`src/rtl/bch_degree_computation.sv`:
```
// One Euclidean step of the BCH key-equation solver over GF(2^13).
// Define GF_MUL_REG_EN to register the multiplier sum (latency 4 instead of 3).
module bch_degree_computation #(
  parameter int STOP_DEG = 8
) (
  input  logic        clk,
  input  logic        reset,
  input  logic        start,
  input  logic        stop_i,
  input  logic [4:0]  deg_Ri,
  input  logic [4:0]  deg_Qi,
  input  logic [12:0] Rin,
  input  logic [12:0] Qin,
  output logic [4:0]  deg_Ro,
  output logic [4:0]  deg_Qo,
  output logic        stop_o,
  output logic        sw,
  output logic [12:0] Rout,
  output logic [12:0] Qout,
  output logic        st_out
);

  localparam logic [5:0] STOP_L = 6'(STOP_DEG);

  function automatic logic [12:0] gf_mul(
    input logic [12:0] a,
    input logic [12:0] b
  );
    logic [12:0] p;
    logic [12:0] t;
    p = '0;
    t = a;
    for (int i = 0; i < 13; i++) begin
      if (b[i]) p = p ^ t;
      t = t[12] ? ({t[11:0], 1'b0} ^ 13'h001B)
                : {t[11:0], 1'b0};
    end
    return p;
  endfunction

  logic        stop_q;
  logic [4:0]  d_max;
  logic [4:0]  d_min;
  logic [4:0]  d_new;
  logic        lt;

  always_comb begin
    lt    = deg_Ri < deg_Qi;
    d_max = lt ? deg_Qi : deg_Ri;
    d_min = lt ? deg_Ri : deg_Qi;
    d_new = (d_max == 5'd0) ? 5'd0 : d_max - 5'd1;
  end

  always_ff @(posedge clk or negedge reset) begin
    if (!reset) begin
      sw     <= 1'b0;
      deg_Ro <= '0;
      deg_Qo <= '0;
      stop_o <= 1'b0;
      stop_q <= 1'b0;
    end else if (start) begin
      if (stop_i) begin
        sw     <= 1'b0;
        deg_Ro <= deg_Ri;
        deg_Qo <= deg_Qi;
        stop_o <= 1'b1;
        stop_q <= 1'b1;
      end else begin
        sw     <= lt;
        deg_Ro <= d_new;
        deg_Qo <= d_min;
        stop_o <= {1'b0, d_new} < STOP_L;
        stop_q <= 1'b0;
      end
    end
  end

  logic [12:0] r1, q1, r2, q2, r3, q3;
  logic [12:0] lead_r, lead_q;
  logic        s1, s2, s3;
  logic [12:0] r_mux, q_mux;
  logic [12:0] sum;

  assign r_mux = sw ? q1 : r1;
  assign q_mux = sw ? r1 : q1;
  assign sum   = gf_mul(lead_q, r2) ^ gf_mul(lead_r, q2);

  always_ff @(posedge clk or negedge reset) begin
    if (!reset) begin
      r1     <= '0;
      q1     <= '0;
      s1     <= 1'b0;
      r2     <= '0;
      q2     <= '0;
      s2     <= 1'b0;
      r3     <= '0;
      q3     <= '0;
      s3     <= 1'b0;
      lead_r <= '0;
      lead_q <= '0;
    end else begin
      r1 <= Rin;
      q1 <= Qin;
      s1 <= start;
      r2 <= r_mux;
      q2 <= q_mux;
      s2 <= s1;
      r3 <= r2;
      q3 <= q2;
      s3 <= s2;
      if (s1) begin
        lead_r <= r_mux;
        lead_q <= q_mux;
      end
    end
  end

`ifdef GF_MUL_REG_EN
  logic [12:0] sum_q, r4, q4;
  logic        s4;

  always_ff @(posedge clk or negedge reset) begin
    if (!reset) begin
      sum_q <= '0;
      r4    <= '0;
      q4    <= '0;
      s4    <= 1'b0;
    end else begin
      sum_q <= sum;
      r4    <= r3;
      q4    <= q3;
      s4    <= s3;
    end
  end

  assign Rout   = stop_q ? r4 : sum_q;
  assign Qout   = q4;
  assign st_out = s4;
`else
  assign Rout   = stop_q ? r3 : sum;
  assign Qout   = q3;
  assign st_out = s3;
`endif

endmodule

```
`config.mk`:
```
export PLATFORM = sky130hd
export DESIGN_NAME = bch_degree_computation
export DESIGN_NICKNAME = d
export VERILOG_FILES = /design/src/rtl/bch_degree_computation.sv
export SDC_FILE = /design/constraint.sdc
export NUM_CORES = 1
export LEC_CHECK = 0
export ABC_AREA = 1
export CAP_MARGIN = 20
export CORE_MARGIN = 1
export CORE_UTILIZATION = 60
export DETAILED_ROUTE_END_ITERATION = 6
export GPL_TIMING_DRIVEN = 0
export HOLD_SLACK_MARGIN = 0.08
export PLACE_DENSITY = 0.78
export SLEW_MARGIN = 20
export SYNTH_ARGS = -nofsm -noshare
export SYNTH_HDL_FRONTEND = slang
export SYNTH_SLANG_ARGS = --single-unit
```
`constraint.sdc`:
```
create_clock -name clk -period 2.9 [get_ports clk]
set_input_delay 0.435 -clock clk [delete_from_list [all_inputs] [get_ports clk]]
set_output_delay 0.435 -clock clk [all_outputs]
set_load 0.01 [all_outputs]
```
# After elaboration in Yosys (flattened, before gate mapping)

Index checks and enable logic that the tools add are counted.

Equal/unequal tests: 0
$mul: 0
Mux-type cells: 61
Bitwise logic cells: 49
$lt $le $gt $ge: 2
Reduce and logical (&&, ||, !) cells: 1
Divide/modulo/power cells: 0
Add/subtract/negate cells: 1
Shift-type cells: 0

Operator list:

| kind                  | number |
|---|---|
| $mux W13              | 29 |
| $xor A13 B13 Y13      | 25 |
| $mux W5               | 29 |
| $not A4 Y4            | 24 |
| $logic_not A5 Y1      | 1 |
| $lt A5 B4 Y1 const B  | 1 |
| $lt A5 B5 Y1          | 1 |
| $sub A5 B1 Y5 const B | 1 |
| $mux W1               | 3 |

Register bits: 120
Memory bits (read-only): 0
Memories: 0
Bits in latches: 0
Logic and storage cells: 130
Output and inout port bits: 39
RAM bits: 0
Input bits: 40

# Logic depth before layout (Yosys ltp)

Gate-level depths: netlist (run 1).

Depth in word-level cells: 28
Mapped depth: 22
Gate-level depth less buffers: 21

# Worst setup path after synthesis (run 1)

Ideal clock, no wire load.

Path kind: input to register
Start point: input deg_Qi[2]
End point: register deg_Ro[3]
Slack: 597 ps
Stages: 16
Path buffers: 1
Setup time: 127 ps
Data required time: 2773 ps
Arrival: 2176 ps
Path through: inv_1 ha_1 nand2_1 inv_1 o21ai_0 nand3_1 buf_2 o21ai_0 ha_1 inv_1 nor2_1 nand2_1 nand2_1 nor2_1 a21oi_1 o21ai_0

Cells in the longest elaborated chain, start to end: 5

RTL lines:

| element                                                  | line | source |
|---|---|---|
| start: declaration                                       | 11   | `input logic [4:0] deg_Qi,` |
| $lt A5 B5 Y1                                             | 48   | `lt = deg_Ri < deg_Qi;` |
| $mux W5 *                                                | 49   | `d_max = lt ? deg_Qi : deg_Ri;` |
| $sub A5 B1 Y5 / $logic_not A5 Y1 (equally long branches) | 51   | `d_new = (d_max == 5'd0) ? 5'd0 : d_max - 5'd1;` |
| $mux W5 *                                                | 51   |  |
| $mux W5 *                                                | 62   | `if (stop_i) begin` |
| end signal: assignment                                   | 64   | `deg_Ro <= deg_Ri;` |
| end signal: assignment                                   | 70   | `deg_Ro <= d_new;` |
| end: declaration                                         | 14   | `output logic [4:0] deg_Ro,` |

Mark *: on every way between the ends. The rest lies on a longest branch, timed or not.
A chain may end at the register's enable or synchronous reset.

# Worst setup path in the final report (run 1)

Start point: register lead_r[12]
End point: output Rout[3]

Cells in the longest elaborated chain, start to end: 27

RTL lines:

| element                  | line | source |
|---|---|---|
| start: declaration       | 79   | `logic [12:0] lead_r, lead_q;` |
| start signal: assignment | 112  | `lead_r <= r_mux;` |
| $mux W5 *                | 35   | `t = t[12] ? ({t[11:0], 1'b0} ^ 13'h001B)` |
| $xor A13 B13 Y13         | 34   | `if (b[i]) p = p ^ t;` |
| $mux W13                 | 34   |  |
| $xor A13 B13 Y13         | 34   |  |
| $mux W13                 | 34   |  |
| $xor A13 B13 Y13         | 34   |  |
| $mux W13                 | 34   |  |
| $xor A13 B13 Y13         | 34   |  |
| [11 not listed]          | --   |  |
| $xor A13 B13 Y13         | 34   |  |
| $mux W13                 | 34   |  |
| $xor A13 B13 Y13         | 34   |  |
| $mux W13                 | 34   |  |
| $xor A13 B13 Y13         | 34   |  |
| $mux W13 *               | 34   |  |
| $xor A13 B13 Y13 *       | 86   | `assign sum = gf_mul(lead_q, r2) ^ gf_mul(lead_r, q2);` |
| $mux W13 *               | 140  | `assign Rout = stop_q ? r3 : sum;` |
| end: declaration         | 18   | `output logic [12:0] Rout,` |

Marked as above.

==> impl_metrics.yaml, run 1 <==
logic_synthesis:
  mappedNetlistNets: 1852
  synthTopCellsByCount: "sky130_fd_sc_hd__nand2_1, sky130_fd_sc_hd__inv_1, sky130_fd_sc_hd__nand3_1"
  synth_cell_types: 37
  ys_async_sr_fraction_pct: 100
  yosysMostFrequentCell: "sky130_fd_sc_hd__nand2_1"
  synth_enable_flop_cells: 0
  synth_area_mm2: 0.0113
  yosys_most_used_dff: "sky130_fd_sc_hd__dfrtp_1"
  ys_seq_elements: 120
  synth_area_per_cell_um2: 6.26
  synth_top_cells_by_area: "sky130_fd_sc_hd__dfrtp_1, sky130_fd_sc_hd__nand2_1, sky130_fd_sc_hd__xnor2_1"
  ys_warn_count: 0
  post-synth-top-area-cell: "sky130_fd_sc_hd__dfrtp_1"
  area_share_of_the_leading_cell_type_in_the_synthesized_netlist_pct: 26.6
  synth_cells: 1807
  seq_area_frac_synth_pct: 26.6
detailed_routing:
  routed_via_count_divided_by_cell_count: 5.99
  wl_mm: 44.2
  drt_first_pass_iters: 7
  ant_nets: 0
  route.detailed.wl_per_inst_um: 19.9
  routed-via-count: 13300
  detail_route.drc_violations: 7
  detail_route.iter0.violations: 1582
cells_and_area:
  combined_flip_flop_and_latch_cell_area_mm2: 0.00302
  multi_input_area_mm2: 0.00835
  layoutNonFillerInstCount: 2216
  layout-area-overhead-vs-synth_pct: 33.8
  layout-drive-gt1-share_pct: 25.4
  diodes: 0
  nFillCells: 1131
  post-route-cell-area_mm2: 0.0151
  number_of_nets_in_the_final_layout: 2021
min_path:
  worst_hold_startpoint: "s2"
  hold_path_depth: 0
  hold_class: "reg2reg"
  holdPathEnd: "st_out"
worst_setup_path:
  critical_path_max_stage_delay_ns: 0.43
  r2r_cells: 6
  path_common_cell: "sky130_fd_sc_hd__nand2_1"
  critical_path_peak_fanout: 4
  arrival_ns: 2.85
  crit-reg2reg-launch: "sw"
  critPathLaunchType: "register"
  crit_slowest_cell: "sky130_fd_sc_hd__dfrtp_1"
  crit_chain: "clkbuf_4 -> nand2_1 -> nand2_2 -> nand2_1 -> nand3_2 -> inv_1 -> nand2_1 -> nand2_1 -> nand2_1 -> inv_1 -> nor2_1 -> nand2_1 -> nand2_2 -> inv_2 -> nand2_1 -> nand2_2 -> inv_1 -> nand2_1 -> nand3_1 -> nand2_1 -> buf_2"
  r2r_slack_ns: 0.97
  cp_data_required_time_ns: 2.47
  critical_path.top_delay_family: "simple AND/OR/NAND/NOR gates"
  critPathBufInv: 6
  worstSetupEndpointType: "output port"
  timing_worst_setup_path_type: "reg2out"
  worstReg2RegEnd: "lead_q[5]"
clocking:
  cts_inserted_buffers: 17
  tritoncts_num_sinks: 120
  clockRootBuffer: "sky130_fd_sc_hd__clkbuf_16"
  cts.path.max_buffers: 2
  tritoncts_clock_tree: "yes"
  worst_setup_hold_path_clk_slew_ns: 0.05
  clock_tree.htree_level_count: 4
  worst_skew_pair.late_latency_ns: 0.42
floorplan:
  design.core.area_mm2: 0.0182
  initial_core_util_pct: 62.1
  die-area_mm2: 0.0194
  die_height_um: 139
  number_of_i_o_pins: 79
  placementRows: 49
  fp.dieW_um: 139
sta:
  clock-skew-final_ns: 0.00981
  finalWorstPathRequiredPeriod_ns: 3.29
  timing.max_slew.rel_slack_pct: 58.1
  rsz0062_at_grt: "yes"
  timing.final.setup_violations: 13
  layout_worst_path_cycle_share_pct: 113
  worst_slack_ns: -0.388
  slew_violations: 0
  max_freq_ghz: 0.304
  worst_pin_slew_ns: 0.629
  hold_viol: 0
grt:
  gr-total-overflow: 0
  largest_net_degree_at_the_start_of_global_routing: 68
  number_of_global_route_vias_before_repair: 12200
  grt_pass1_wl_mm: 64.6
  total_global_routing_track_utilization_pct: 43.1
  grt_antenna_before_repair: 0
flow_run:
  drv.max_cap_violation_count: 0
place:
  placed_cells: 2115
  postPlaceCellArea_mm2: 0.0124
  dp.final_hpwl_mm: 27.3
  routability_congestion_estimate_from_global_placement: 0.966
  io_buffers: 78
status:
  violated_checks: "design-rule violations, negative setup slack"
  outcome: "finished, violations left"
power:
  power-per-cell-area_mw_per_mm2: 871
  power_leakage_nw: 7.77
  irDropWorstVdd_mv: 0.630
  total_power_w: 0.0132
-- per-layer routing --
metal,up-vias,GRT usage (%),wire (um)
met5,-,0,0
met4,0,21.3,3030
met3,282,8.40,5520
met2,1095,69.5,19400
met1,6042,55.5,16200
li1,5856,-,-
-- stage by stage --
stage / util, % / TNS (ns) / hold WS (ns) / worst slack (ns)
6_report: 83.1 / -3.57 / 0.356 / -0.388
5_1_grt: 83.1 / -4.96 / 0.362 / -0.499
4_1_cts: 79.8 / -1.49 / 0.360 / -0.155
3_5_place_dp: 68.1 / -4.17 / 0.357 / -0.466
3_3_place_gp: 68.0 / -351.64 / 0.337 / -2.91
2_1_floorplan: - / 0 / 0.139 / 0.597
-- cells in the final DEF (no fill, tap or decap), types with 5 or more instances in the layout --
master / n
sky130_fd_sc_hd__nand3b_1: 16
sky130_fd_sc_hd__nor2_2: 28
sky130_fd_sc_hd__a21oi_1: 20
sky130_fd_sc_hd__nand3_2: 26
sky130_fd_sc_hd__clkdlybuf4s50_1: 64
sky130_fd_sc_hd__nand2_2: 105
sky130_fd_sc_hd__clkbuf_16: 18
sky130_fd_sc_hd__inv_1: 174
sky130_fd_sc_hd__dfrtp_1: 107
sky130_fd_sc_hd__nand4_1: 12
sky130_fd_sc_hd__nand2_8: 6
sky130_fd_sc_hd__nand2_4: 45
sky130_fd_sc_hd__buf_6: 34
sky130_fd_sc_hd__xnor2_1: 65
sky130_fd_sc_hd__dfrtp_2: 13
sky130_fd_sc_hd__buf_12: 7
sky130_fd_sc_hd__buf_4: 63
sky130_fd_sc_hd__xnor2_2: 34
sky130_fd_sc_hd__ha_1: 5
sky130_fd_sc_hd__nand3_1: 120
sky130_fd_sc_hd__o21ai_1: 10
sky130_fd_sc_hd__bufinv_16: 5
sky130_fd_sc_hd__nor2_4: 12
sky130_fd_sc_hd__buf_2: 15
sky130_fd_sc_hd__or2_1: 7
sky130_fd_sc_hd__inv_2: 29
sky130_fd_sc_hd__nand2_1: 632
sky130_fd_sc_hd__clkbuf_1: 15
sky130_fd_sc_hd__o21ai_0: 61
sky130_fd_sc_hd__buf_8: 7
sky130_fd_sc_hd__nor2_1: 89
sky130_fd_sc_hd__xor2_2: 17
sky130_fd_sc_hd__xor2_1: 74
-- registers in the layout (all words and copies together), names as in the netlist, 5 cells and up --
name	flops
lead_r	13
r1	13
q2	13
deg_Ro	5
q1	13
deg_Qo	5
r3	13
Qout	13
lead_q	13
r2	13
-- report_power, final --
part / internal [W] / switching [W]
sequential: 0.00187 / 0.000211
combinational: 0.00336 / 0.00542
clock: 0.00156 / 0.000759
total: 0.00678 / 0.00639
-- how the worst max path moves through the flow --
stage,cells after the start,startpoint,endpoint,slack (ns)
global placement,1,reset,Qout[5],-2.91
finish,21,lead_r[12],Rout[3],-0.39
detailed placement,17,lead_q[10],Rout[4],-0.47
CTS,19,lead_r[12],Rout[10],-0.16
global route,21,lead_r[12],Rout[3],-0.50
floorplan,16,deg_Qi[2],deg_Ro[3],0.60
-- cell type report --
class                   instances  area share [%]
clock buffers                  21            3.04
well taps                     229            1.89
multi-input cells            1410            55.2
plain buffers                  61            3.40
clock inverters                 9            1.14
inverters                     213            5.61
repair buffers                153            9.80
flip-flops and latches        120            19.9
-- what timing repair did --
item                       4_1_cts  5_1_grt
resized for setup              329      121
setup buffers                   58       10
pin swaps                      136       87
hold endpoints to repair        66        0
cloned                           4        2
setup endpoints to repair       14       17
hold buffers                     1        0
-- cell families (layout without fill, tap and decap cells) --
| logic type | count (synthesis) | after routing | share of synthesized area, % |
|---|---|---|---|
| simple gates | 1102 | 1103 | 40.9 |
| buf+inv | 278 | 457 | 11.0 |
| xor+xnor | 196 | 196 | 16.0 |
| flops | 120 | 120 | 26.6 |
| compound gates | 106 | 106 | 4.91 |
| fa+ha+maj | 5 | 5 | 0.553 |
(Power assumes the default switching activity.)
==> run 2: changes to the inputs <==
- CAP_MARGIN: 20 -> 25
- CORE_UTILIZATION: 60 -> 35
- PLACE_DENSITY: 0.78 -> 0.49
==> run 2 against run 1 <==
The run ends with negative setup slack left. Setup slack improved by 0.15 ns. Fmax rose by 4.9%. Sequential cell count did not move. Non-clock buffer count rose by 25. Power fell by 2.4%. Cell count rose by 9.0%. Sequential power barely moved. Largest power group unchanged. Core utilization fell by 34 points.
==> impl_metrics.yaml, run 2 (same netlist as run 1, synthesis figures left out) <==
clocking:
  worst_setup_hold_path_clk_slew_ns: 0.06
  cts_inserted_buffers: 17
  clockRootBuffer: "sky130_fd_sc_hd__clkbuf_16"
  tritoncts_clock_tree: "yes"
  cts.path.max_buffers: 2
  tritoncts_num_sinks: 120
  clock_tree.htree_level_count: 4
  worst_skew_pair.late_latency_ns: 0.41
sta:
  slew_violations: 0
  timing.max_slew.rel_slack_pct: 54.2
  hold_viol: 0
  worst_pin_slew_ns: 0.687
  rsz0062_at_grt: "yes"
  finalWorstPathRequiredPeriod_ns: 3.13
  holdWs_ns: 0.359
  worst_slack_ns: -0.234
  clock-skew-final_ns: 0.00810
  layout_worst_path_cycle_share_pct: 108
  timing.final.setup_violations: 13
  max_freq_ghz: 0.319
grt:
  grt_antenna_before_repair: 1
  number_of_global_route_vias_before_repair: 11100
  grt_pass1_wl_mm: 62.2
  largest_net_degree_at_the_start_of_global_routing: 69
  gr-total-overflow: 0
  total_global_routing_track_utilization_pct: 24.7
floorplan:
  placementRows: 65
  fp.dieW_um: 182
  die-area_mm2: 0.0330
  number_of_i_o_pins: 79
  die_height_um: 182
  initial_core_util_pct: 35.7
  design.core.area_mm2: 0.0316
status:
  outcome: "finished, violations left"
  violated_checks: "negative setup slack"
place:
  routability_congestion_estimate_from_global_placement: 0.911
  io_buffers: 78
  postPlaceCellArea_mm2: 0.0126
  dp.final_hpwl_mm: 30.5
  placed_cells: 2288
worst_setup_path:
  worstSetupEndpointType: "output port"
  critPathLaunchType: "register"
  timing_worst_setup_path_type: "reg2out"
  cp_data_required_time_ns: 2.47
  crit-reg2reg-launch: "sw"
  arrival_ns: 2.70
  r2r_cells: 6
  r2r_slack_ns: 1.06
  critical_path_peak_fanout: 10
  worstReg2RegEnd: "lead_q[2]"
flow_run:
  drv.max_cap_violation_count: 0
power:
  power-per-cell-area_mw_per_mm2: 827
  irDropWorstVdd_mv: 0.356
  total_power_w: 0.0129
  power_leakage_nw: 7.83
cells_and_area:
  diodes: 0
  layout-drive-gt1-share_pct: 26.0
  utilization_pct: 49.1
  layout-area-overhead-vs-synth_pct: 37.5
  layout.cells.most_common: "sky130_fd_sc_hd__nand2_1"
  post-route-cell-area_mm2: 0.0155
  number_of_nets_in_the_final_layout: 2045
  leading_cell_types_in_the_layout_fill_and_taps_excluded: "sky130_fd_sc_hd__nand2_1, sky130_fd_sc_hd__inv_1, sky130_fd_sc_hd__nand3_1"
  layoutNonFillerInstCount: 2415
detailed_routing:
  drt_first_pass_iters: 6
  wl_mm: 40.8
  route.detailed.wl_per_inst_um: 16.9
  ant_nets: 0
  routed-via-count: 11900
  routed_via_count_divided_by_cell_count: 4.92
  detail_route.drc_violations: 0
  detail_route.iter0.violations: 822
min_path:
  hold_class: "reg2reg"
  worst_hold_startpoint: "s2"
  hold_path_depth: 0
  holdPathEnd: "st_out"
-- run 2: worst max path at each step --
stage	from	to	slack (ns)	depth (start not counted)
6_report	lead_r[10]	Rout[11]	-0.23	17
5_1_grt	lead_r[9]	Rout[11]	-0.43	15
4_1_cts	lead_q[12]	Rout[4]	-0.23	20
3_5_place_dp	lead_q[10]	Rout[4]	-0.51	17
3_3_place_gp	reset	Qout[5]	-3.30	1
2_1_floorplan	deg_Qi[2]	deg_Ro[3]	0.60	16
-- run 2: power breakdown --
group	switching (W)	internal, W
combinational	0.00525	0.00353
clock	0.000825	0.00119
sequential	0.000194	0.00187
total	0.00627	0.00659
-- run 2: per-layer routing --
metal  up-vias  routed length, um  GRT usage [%]
met5         -                  0              0
met4         0                834           6.07
met3        50               2310           2.99
met2       372              18600           39.6
met1      5564              19100           35.2
li1       5892                  -              -
-- run 2: area by class of cell --
class / instances / area, um2
clock buffers: 17 / 425
plain buffers: 61 / 557
well taps: 402 / 503
multi-input cells: 1409 / 8280
clock inverters: 15 / 143
flip-flops and latches: 120 / 3020
inverters: 213 / 876
repair buffers: 178 / 1740
fillers: 3184 / 16100
-- run 2: critical path, cell delays in order, from the launching register on --
cell and delay [ns]:
sky130_fd_sc_hd__dfrtp_1 0.37, sky130_fd_sc_hd__buf_6 0.14, sky130_fd_sc_hd__inv_6 0.07, sky130_fd_sc_hd__nand2_1 0.05
sky130_fd_sc_hd__nand2_2 0.13, sky130_fd_sc_hd__nand2_4 0.08, sky130_fd_sc_hd__nand2_8 0.08, sky130_fd_sc_hd__buf_6 0.10
sky130_fd_sc_hd__nand2_1 0.06, sky130_fd_sc_hd__xor2_1 0.25, sky130_fd_sc_hd__xor2_1 0.28, sky130_fd_sc_hd__xor2_2 0.23
sky130_fd_sc_hd__inv_1 0.06, sky130_fd_sc_hd__nand2_1 0.06, sky130_fd_sc_hd__nand2_1 0.05, sky130_fd_sc_hd__nand2_1 0.06
sky130_fd_sc_hd__nand2_2 0.08, sky130_fd_sc_hd__buf_6 0.13
-- run 2: what timing repair did --
action / CTS / global route
hold endpoints to repair: 52 / 0
setup buffers: 55 / 37
setup endpoints to repair: 13 / 14
resized for setup: 275 / 186
hold buffers: 1 / 0
pin swaps: 101 / 112
cloned: 4 / 3
-- run 2: through the flow --
| stage | worst slack, ns | setup TNS, ns |
|---|---|---|
| floorplan | 0.597 | 0 |
| global placement | -3.30 | -399.80 |
| detailed placement | -0.506 | -5.27 |
| CTS | -0.232 | -2.13 |
| global route | -0.425 | -4.43 |
| finish | -0.234 | -2.26 |
==> run 3: changes to the inputs <==
- CTS_CLUSTER_DIAMETER: unset -> 80
==> results of run 3 <==
The final DEF is identical to that of run 2; final timing and power are the same.
